[src/rtl/memctrl_req_master_if.sv]
// rtl/memctrl_req_master_if.sv - command, response and MEMCTRL strobe bundle for memctrl_req_master
// master is the sequencer's view; slave is the surrounding environment's view.
interface memctrl_req_master_if;
    logic        cmd_valid;
    logic        cmd_ready;
    logic        cmd_we;
    logic [15:0] cmd_addr;
    logic [7:0]  cmd_wdata;
    logic        rsp_valid;
    logic        rsp_ready;
    logic [7:0]  rsp_data;
    logic [15:0] ADDR;
    logic        CE;
    logic        CSB;
    logic        WEB;
    logic        OEB;
    logic [7:0]  IDATA;
    logic [7:0]  ODATA;

    modport master (
        input  cmd_valid, cmd_we, cmd_addr, cmd_wdata, rsp_ready, ODATA,
        output cmd_ready, rsp_valid, rsp_data, ADDR, CE, CSB, WEB, OEB, IDATA
    );

    modport slave (
        output cmd_valid, cmd_we, cmd_addr, cmd_wdata, rsp_ready, ODATA,
        input  cmd_ready, rsp_valid, rsp_data, ADDR, CE, CSB, WEB, OEB, IDATA
    );
endinterface

[src/rtl/memctrl_req_master.sv]
// rtl/memctrl_req_master.sv - MEMCTRL command sequencer: FIFO, strobe FSM, read capture
// Optional perf counters enabled by MEMCTRL_REQ_PERF_CNT_EN.
module memctrl_req_master #(
    parameter int DEPTH  = 4,
    parameter int RD_LAT = 1
) (
    input  logic                     CLK,
    input  logic                     RSTN,
    memctrl_req_master_if.master     bus,
    output logic                     busy,
    output logic [15:0]              wr_cnt,
    output logic [15:0]              rd_cnt
);
    localparam int AW = $clog2(DEPTH);
    localparam logic [1:0] WAIT_INIT = 2'((RD_LAT > 1) ? RD_LAT - 2 : 0);

    typedef enum logic [1:0] {IDLE, ISSUE, GAP, RWAIT} state_t;

    logic [24:0] fifo_q [DEPTH];
    logic [AW:0] wr_ptr_q, wr_ptr_d, rd_ptr_q, rd_ptr_d;
    logic        fifo_empty, fifo_full, push;
    logic [24:0] head;

    state_t      state_q, state_d;
    logic [1:0]  wait_q, wait_d;
    logic        cur_we_q;
    logic        cmd_done, capture, can_issue, launch;

    logic        ce_q, ce_d, csb_q, csb_d, web_q, web_d, oeb_q, oeb_d;
    logic [15:0] addr_q, addr_d;
    logic [7:0]  idata_q, idata_d;
    logic        rsp_valid_q, rsp_valid_d;
    logic [7:0]  rsp_data_q, rsp_data_d;
    logic        busy_q, busy_d;

    assign fifo_empty = (wr_ptr_q == rd_ptr_q);
    assign fifo_full  = (wr_ptr_q[AW] != rd_ptr_q[AW]) &&
                        (wr_ptr_q[AW-1:0] == rd_ptr_q[AW-1:0]);
    assign push       = bus.cmd_valid && !fifo_full;
    assign head       = fifo_q[rd_ptr_q[AW-1:0]];

    // A read must not launch on a capture edge: its response slot would still be occupied.
    always_comb begin
        cmd_done  = ((state_q == GAP) && (cur_we_q || (RD_LAT == 1))) ||
                    ((state_q == RWAIT) && (wait_q == 2'd0));
        capture   = cmd_done && !cur_we_q;
        can_issue = !fifo_empty &&
                    (head[24] || ((!rsp_valid_q || bus.rsp_ready) && !capture));
        launch    = ((state_q == IDLE) || cmd_done) && can_issue;
        state_d   = state_q;
        wait_d    = wait_q;
        case (state_q)
            IDLE:    if (launch) state_d = ISSUE;
            ISSUE: begin
                state_d = GAP;
                wait_d  = WAIT_INIT;
            end
            default: begin
                if (launch)        state_d = ISSUE;
                else if (cmd_done) state_d = IDLE;
                else               state_d = RWAIT;
                if (state_q == RWAIT && !cmd_done) wait_d = wait_q - 2'd1;
            end
        endcase
    end

    always_comb begin
        ce_d        = launch;
        csb_d       = !launch;
        web_d       = !(launch && head[24]);
        oeb_d       = !(launch && !head[24]);
        addr_d      = launch ? head[23:8] : addr_q;
        idata_d     = (launch && head[24]) ? head[7:0] : 8'h00;
        rsp_valid_d = capture || (rsp_valid_q && !bus.rsp_ready);
        rsp_data_d  = capture ? bus.ODATA : rsp_data_q;
        wr_ptr_d    = wr_ptr_q + (AW+1)'(push);
        rd_ptr_d    = rd_ptr_q + (AW+1)'(launch);
        busy_d      = (state_d != IDLE) || (wr_ptr_d != rd_ptr_d);
    end

    always_ff @(posedge CLK) begin
        if (!RSTN) begin
            state_q     <= IDLE;
            wait_q      <= 2'd0;
            cur_we_q    <= 1'b0;
            wr_ptr_q    <= '0;
            rd_ptr_q    <= '0;
            ce_q        <= 1'b0;
            csb_q       <= 1'b1;
            web_q       <= 1'b1;
            oeb_q       <= 1'b1;
            addr_q      <= 16'h0000;
            idata_q     <= 8'h00;
            rsp_valid_q <= 1'b0;
            rsp_data_q  <= 8'h00;
            busy_q      <= 1'b0;
        end else begin
            state_q     <= state_d;
            wait_q      <= wait_d;
            if (launch) cur_we_q <= head[24];
            wr_ptr_q    <= wr_ptr_d;
            rd_ptr_q    <= rd_ptr_d;
            ce_q        <= ce_d;
            csb_q       <= csb_d;
            web_q       <= web_d;
            oeb_q       <= oeb_d;
            addr_q      <= addr_d;
            idata_q     <= idata_d;
            rsp_valid_q <= rsp_valid_d;
            rsp_data_q  <= rsp_data_d;
            busy_q      <= busy_d;
        end
    end

    always_ff @(posedge CLK) begin
        if (push) fifo_q[wr_ptr_q[AW-1:0]] <= {bus.cmd_we, bus.cmd_addr, bus.cmd_wdata};
    end

`ifdef MEMCTRL_REQ_PERF_CNT_EN
    logic [15:0] wr_cnt_q, rd_cnt_q;

    always_ff @(posedge CLK) begin
        if (!RSTN) begin
            wr_cnt_q <= 16'h0000;
            rd_cnt_q <= 16'h0000;
        end else begin
            if (cmd_done && cur_we_q) wr_cnt_q <= wr_cnt_q + 16'd1;
            if (capture)              rd_cnt_q <= rd_cnt_q + 16'd1;
        end
    end

    assign wr_cnt = wr_cnt_q;
    assign rd_cnt = rd_cnt_q;
`else
    assign wr_cnt = 16'h0000;
    assign rd_cnt = 16'h0000;
`endif

    assign bus.cmd_ready = !fifo_full;
    assign bus.rsp_valid = rsp_valid_q;
    assign bus.rsp_data  = rsp_data_q;
    assign bus.ADDR      = addr_q;
    assign bus.CE        = ce_q;
    assign bus.CSB       = csb_q;
    assign bus.WEB       = web_q;
    assign bus.OEB       = oeb_q;
    assign bus.IDATA     = idata_q;
    assign busy          = busy_q;
endmodule

[src/flat_wrapper.sv]
// flat-port wrapper written by rule: the top's interface ports become plain ports
module memctrl_req_master_flat 
#(
    parameter int DEPTH  = 4,
    parameter int RD_LAT = 1
)
  (CLK, RSTN, busy, wr_cnt, rd_cnt, bus_cmd_valid, bus_cmd_we, bus_cmd_addr, bus_cmd_wdata, bus_rsp_ready, bus_ODATA, bus_cmd_ready, bus_rsp_valid, bus_rsp_data, bus_ADDR, bus_CE, bus_CSB, bus_WEB, bus_OEB, bus_IDATA);
  memctrl_req_master_if bus_i ();
  input  logic CLK;
  input  logic RSTN;
  output logic busy;
  output logic [15:0] wr_cnt;
  output logic [15:0] rd_cnt;
  input wire logic [$bits(bus_i.cmd_valid)-1:0] bus_cmd_valid;
  input wire logic [$bits(bus_i.cmd_we)-1:0] bus_cmd_we;
  input wire logic [$bits(bus_i.cmd_addr)-1:0] bus_cmd_addr;
  input wire logic [$bits(bus_i.cmd_wdata)-1:0] bus_cmd_wdata;
  input wire logic [$bits(bus_i.rsp_ready)-1:0] bus_rsp_ready;
  input wire logic [$bits(bus_i.ODATA)-1:0] bus_ODATA;
  output wire logic [$bits(bus_i.cmd_ready)-1:0] bus_cmd_ready;
  output wire logic [$bits(bus_i.rsp_valid)-1:0] bus_rsp_valid;
  output wire logic [$bits(bus_i.rsp_data)-1:0] bus_rsp_data;
  output wire logic [$bits(bus_i.ADDR)-1:0] bus_ADDR;
  output wire logic [$bits(bus_i.CE)-1:0] bus_CE;
  output wire logic [$bits(bus_i.CSB)-1:0] bus_CSB;
  output wire logic [$bits(bus_i.WEB)-1:0] bus_WEB;
  output wire logic [$bits(bus_i.OEB)-1:0] bus_OEB;
  output wire logic [$bits(bus_i.IDATA)-1:0] bus_IDATA;
  assign bus_i.cmd_valid = bus_cmd_valid;
  assign bus_i.cmd_we = bus_cmd_we;
  assign bus_i.cmd_addr = bus_cmd_addr;
  assign bus_i.cmd_wdata = bus_cmd_wdata;
  assign bus_i.rsp_ready = bus_rsp_ready;
  assign bus_i.ODATA = bus_ODATA;
  assign bus_cmd_ready = bus_i.cmd_ready;
  assign bus_rsp_valid = bus_i.rsp_valid;
  assign bus_rsp_data = bus_i.rsp_data;
  assign bus_ADDR = bus_i.ADDR;
  assign bus_CE = bus_i.CE;
  assign bus_CSB = bus_i.CSB;
  assign bus_WEB = bus_i.WEB;
  assign bus_OEB = bus_i.OEB;
  assign bus_IDATA = bus_i.IDATA;
  memctrl_req_master #(.DEPTH(DEPTH), .RD_LAT(RD_LAT)) u_core (.CLK(CLK), .RSTN(RSTN), .bus(bus_i), .busy(busy), .wr_cnt(wr_cnt), .rd_cnt(rd_cnt));
endmodule
[config.mk]
export PLATFORM = sky130hd
export DESIGN_NAME = memctrl_req_master_flat
export DESIGN_NICKNAME = d
export VERILOG_FILES = /design/src/rtl/memctrl_req_master_if.sv /design/src/rtl/memctrl_req_master.sv /design/src/flat_wrapper.sv
export SDC_FILE = /design/constraint.sdc
export NUM_CORES = 1
export LEC_CHECK = 0
export CAP_MARGIN = 20
export CORE_MARGIN = 5
export CORE_UTILIZATION = 50
export DETAILED_ROUTE_END_ITERATION = 10
export GPL_TIMING_DRIVEN = 1
export PLACE_DENSITY = 0.77
export SYNTH_ARGS = -nofsm -noshare
export SYNTH_HDL_FRONTEND = slang
export SYNTH_SLANG_ARGS = --single-unit
export TNS_END_PERCENT = 5
[constraint.sdc]
create_clock -name CLK -period 3.9 [get_ports CLK]
set_input_delay 0.585 -clock CLK [delete_from_list [all_inputs] [get_ports CLK]]
set_output_delay 0.585 -clock CLK [all_outputs]
set_load 0.01 [all_outputs]
After elaboration in Yosys (flattened, before gate mapping)
Memories as Yosys holds them, arrays and structs flattened. A register that Yosys moved wholly into a read port is not among the register bits.
Cells that the tools add are included.

word-level totals
  register bits = 49
  output and inout bits = 71
  memories = 1
  RAM bits = 100

operators by class
  bitwise gates (word level) = 1
  mux-type cells = 9
  reductions and logical operators = 34
  $add $sub $neg = 3
  equal/unequal tests = 7

memories
  name           words  bits a word  rd ports  clocked after Yosys merged registers in  wr ports  line                      text
  u_core.fifo_q  4      25           1         1                                        1         memctrl_req_master.sv:19  logic [24:0] fifo_q [DEPTH];

operators by type and width
  kind                 count
  $logic_and 1x1->1    11
  $logic_not 1->1      11
  $mux 2               5
  $pmux 2 s2           2
  $add 3x1->3          2
  $logic_or 1x1->1     6
  $eq 2x2->1 const B   2
  $logic_not 2->1      2
  $reduce_and 2->1     2
  $reduce_bool 2->1    2
  $eq 3x3->1           1
  $ne 3x3->1           1
  $eq 2x1->1 const B   1
  $eq 2x2->1           1
  $mux 1               2
  $sub 2x1->2 const B  1
  $ne 1x1->1           1
  $not 1->1            1

Depth between registers and ports, before layout
  depth after elaboration = 13
  gate-level depth with buffers = 11
  mapped depth without buffers = 11

Least setup slack after synthesis
No wires, ideal clock.

  path kind = reg2reg
  from = register u_core.rd_ptr_q[1]
  to = memory u_core.fifo_q[2][0] (enable)
  cell stages (with the launch flop) = 6
  path buffers = 1
  setup slack = 0.666 ns
  data arrival time = 2.790 ns
  clock period less this slack = 3.234 ns
  cell sequence = dfxtp_1 buf_2 xnor2_1 nand3b_1 nand2_1 nor3b_1

between the ends
  cells in the longest elaborated chain, start to end = 6

RTL lines
  element                       line                       text
  start: declaration            memctrl_req_master.sv:20   logic [AW:0] wr_ptr_q, wr_ptr_d, rd_ptr_q, rd_ptr_d;
  start signal: assignment      memctrl_req_master.sv:102  rd_ptr_q <= rd_ptr_d;
  $eq 2x2->1                    memctrl_req_master.sv:38   (wr_ptr_q[AW-1:0] == rd_ptr_q[AW-1:0]);
  $logic_and 1x1->1             memctrl_req_master.sv:37   assign fifo_full = (wr_ptr_q[AW] != rd_ptr_q[AW]) &&
  $logic_not 1->1               --
  via bus_cmd_ready             flat_wrapper.sv:20         output wire logic [$bits(bus_i.cmd_ready)-1:0] bus_cmd_ready;
  $logic_and 1x1->1             memctrl_req_master.sv:39   assign push = bus.cmd_valid && !fifo_full;
  $mux 1                        memctrl_req_master.sv:116  if (push) fifo_q[wr_ptr_q[AW-1:0]] <= {bus.cmd_we, bus.cmd_addr, bus.cmd_wdata};
  $mux 1 (not written as such)  memctrl_req_master.sv:116
  end: declaration              memctrl_req_master.sv:19

The timed path passes the listed nets, and every way through them passes these cells.

Worst setup path after layout
  from = register u_core.rd_ptr_q[1]
  to = register u_core.busy_q (netlist: u_core.busy)

between the ends
  cells in the longest elaborated chain, start to end = 8
  elaborated cells between the ends (all ways) = 16
  classes of those cells = 2 x add/sub; 3 x eq/ne; 3 x mux; 8 x reduce/logical

RTL lines
  element                                              line                       text
  branches (longest 7 deep; another with $add 3x1->3)  --
  $logic_or 1x1->1 (*)                                 memctrl_req_master.sv:78   busy_d = (state_d != IDLE) || (wr_ptr_d != rd_ptr_d);
  end signal: assignment                               memctrl_req_master.sv:111  busy_q <= busy_d;
  end: declaration                                     memctrl_req_master.sv:34   logic busy_q, busy_d;

Every way passes the cells marked *.
A chain may end at the register's enable or synchronous reset.

==> flow_metrics.env <==
export IMPL_first_global_vias=3090
export IMPL_drc=0
export IMPL_outcome="completed"
export IMPL_skew_ns=0.00737
export IMPL_synth_cells=324
export IMPL_hold_buffers=0
export IMPL_ys_seq_area_share_pct=71.3
export IMPL_hold_viol=0
export IMPL_p_int_mw=3.38
export IMPL_yosys_mux_area_fraction_pct=11.6
export IMPL_fin_setup_tns_ns=0
export IMPL_first_pass_iters=6
export IMPL_r2r_worst_path_cells=9
export IMPL_synthArstFlopShare_pct=0
export IMPL_ys_flop_type="edfxtp_1"
export IMPL_grt_max_degree=26
export IMPL_worst_slew_pin_slew_ns=0.868
export IMPL_wl_per_cell_um=17.7
export IMPL_nets=452
export IMPL_cts_max_path_buffers=2
export IMPL_critPathLaunch="u_core.rd_ptr_q[1]"
export IMPL_yosysTopAreaCell="edfxtp_1"
export IMPL_reg2reg_to="u_core.busy"
export IMPL_r2r_start="u_core.rd_ptr_q[1]"
export IMPL_cts_tree="done"
export IMPL_crit_fanout=25
export IMPL_cts_made_buffers=17
export IMPL_p_sw_share_pct=25.9
export IMPL_row_count=38
export IMPL_via_per_inst=5.08
export IMPL_p_leak_nw=2.44
export IMPL_dp_hpwl_um=6370
export IMPL_synth_area_leaders="edfxtp_1 (54%), dfxtp_1 (18%), mux4_2 (9.7%), buf_4 (4.3%), a22o_1 (2.5%)"
export IMPL_post_cts_buffers=0
export IMPL_endpoint_kind="flip-flop"
export IMPL_drive_gt1_share_pct=16.3
export IMPL_slew_viol_final=0
export IMPL_cts_resized=0
export IMPL_overflow=0
export IMPL_whs_path_depth=2
export IMPL_antenna_found_initial=0
export IMPL_yosys_cell_count_top_type="edfxtp_1"
export IMPL_synthToLayoutAreaGrowth_pct=24.6
export IMPL_synth_seq_cells=149
export IMPL_clkTransAtPathRegs_ns=0.06
export IMPL_cts_root_buf="clkbuf_8"
export IMPL_fin_util_pct=63.9
export IMPL_dr_first_iter_drc_count=163
export IMPL_synth_xor_area_share_pct=1.57
export IMPL_setup_violations_final=0
export IMPL_synth_top_family_by_area="multiplexers"
export IMPL_synth_area_um2=5580
export IMPL_ant_nets=0
export IMPL_cp_arrival_ns=2.97
export IMPL_synth_cell_type_count=36
export IMPL_min_period_ns=2.57
export IMPL_worstPathRequired_ns=4.30
export IMPL_dieArea_um2=13400
export IMPL_synth_edf_count=100
export IMPL_clkLatencyLatePin_ns=0.52
export IMPL_syn_avg_cell_area_um2=17.2
export IMPL_hp_start="u_core.cur_we_q"
export IMPL_initial_core_util_pct=51.3
export IMPL_htree_num_levels=4
export IMPL_rsz0062_at_grt="no"
export IMPL_peakVddDrop_mv=0.337
export IMPL_cap_violations=0
export IMPL_yosys_warnings=0
export IMPL_dieHeight_um=116
export IMPL_power_frac_comb_pct=22.3
export IMPL_grt_pass1_wl_um=16100
export IMPL_die_x_um=116
export IMPL_synth_fa_ha_area_share_pct=0.896
export IMPL_crit_type="reg -> reg"
export IMPL_yosys_area_share_simple_pct=4.59
export IMPL_seqPwrFrac_pct=43.9
export IMPL_hold_end="u_core.cur_we_q"
export IMPL_vias=2871
export IMPL_cts_sinks=149
export IMPL_wl_um=10000
export IMPL_place_congestion=0.745
export IMPL_clock_power_share_pct=33.7
export IMPL_holdCritPathClass="reg -> reg"
export IMPL_slew_limit_headroom_pct=42.1
export IMPL_ys_top_cells_by_count="edfxtp_1 (100), dfxtp_1 (49), buf_4 (32)"
export IMPL_port_buffers=75
export IMPL_fp_coreArea_um2=10900
export IMPL_io_pins=108
export IMPL_grt_usage_pct=16.3
export IMPL_r2r_setup_slack_ns=1.33
export IMPL_synth_top_area_share_pct=53.8
export IMPL_fmax_mhz=389
export IMPL_fin_crit_sh_pct=65.8
export IMPL_power_density_nw_per_um2=656
export IMPL_synth_compound_area_share_pct=3.76
export IMPL_switching_power_mw=1.18
export IMPL_critPathLaunchType="flip-flop"
## critical path: stages, from the launching register on
cell     delay, ns
dfxtp_1       0.38
buf_4         0.37
mux4_2        0.43
o21ai_4       0.26
nor2_1        0.07
ha_1          0.19
xnor2_1       0.23
xnor2_1       0.15
nand3_1       0.09
o31a_1        0.28
## final cells by class
type | count | area, um2
Antenna cell | 1 | 2.50
Clock buffer | 23 | 524
Clock inverter | 9 | 58.8
Fill cell | 774 | 3930
Inverter | 8 | 30.0
Multi-Input combinational cell | 154 | 1380
Sequential cell | 149 | 3990
Tap cell | 140 | 175
Timing Repair Buffer | 81 | 796
## logic make-up (layout without fill, tap and decap cells)
group                    count (synthesis)  count (layout)
flip-flops                             149             149
buffers and inverters                   52             121
AND/OR/NAND/NOR                         51              51
multiplexers                            33              33
AO/OA/AOI/OAI                           24              24
XOR/XNOR                                10              10
adder cells (fa/ha/maj)                  4               4
other                                    1              33
## metrics by stage
step                      hold WS [ns]  worst slack [ns]  area, um2  cells  power, mW
after floorplan                  0.434             0.666       5700    355       2.68
after CTS                        0.465              1.26       6950    564       4.61
final                            0.459              1.33       6960    565       4.56
after global placement           0.451              1.16       6370    532       3.04
after detailed placement         0.456              1.07       6370    532       3.07
after global routing             0.504              1.14       6950    564       4.78
## sequential cells by signal, summed over array words and instances (netlist names)
register              count
u_core.bus.rsp_valid      1
u_core.bus.WEB            1
u_core.bus.IDATA          8
u_core.wr_ptr_q           3
u_core.busy               1
u_core.bus.ADDR          16
u_core.rd_ptr_q           3
u_core.wait_q             2
u_core.bus.OEB            1
u_core.bus.rsp_data       8
u_core.cur_we_q           1
u_core.bus.CSB            1
u_core.bus.CE             1
u_core.state_q            2
u_core.fifo_q           100
## power groups by stage
stage          Clock (mW)  Sequential (mW)  Combinational, mW
6_report             1.54             2.00               1.02
5_1_grt              1.65             2.03               1.11
4_1_cts              1.57             2.01               1.03
3_5_place_dp            0             2.04               1.03
3_3_place_gp            0             2.03               1.01
2_1_floorplan           0             2.05              0.627
## layer usage
metal	up-vias	wire length, um	global-route usage [%]
met4	0	138	5.80
met1	1420	4000	19.9
li1	1331	-	-
met2	106	5070	27.1
met3	14	797	5.54
met5	-	0	0
## layout by cell type, fill, tap and decap left out, drive strengths merged, types with 5 or more instances in the layout
cell / count
edfxtp: 100
clkdlybuf4s50: 75
dfxtp: 49
conb: 32
mux4: 25
clkbuf: 23
nor2: 20
a22o: 16
inv: 11
xnor2: 9
nor2b: 9
mux2i: 8
buf: 6
nand2: 5
and2: 5
## how the worst max path moves through the flow
stage | to | slack, ns | cells after the start
2_1_floorplan | u_core.fifo_q[2][0] | 0.67 | 5
3_3_place_gp | u_core.bus.ADDR[9] | 1.16 | 4
3_5_place_dp | u_core.bus.ADDR[9] | 1.07 | 4
4_1_cts | bus_cmd_ready | 1.26 | 3
5_1_grt | u_core.busy | 1.14 | 9
6_report | u_core.busy | 1.33 | 9
No activity file was read; power rests on OpenSTA's default activity.
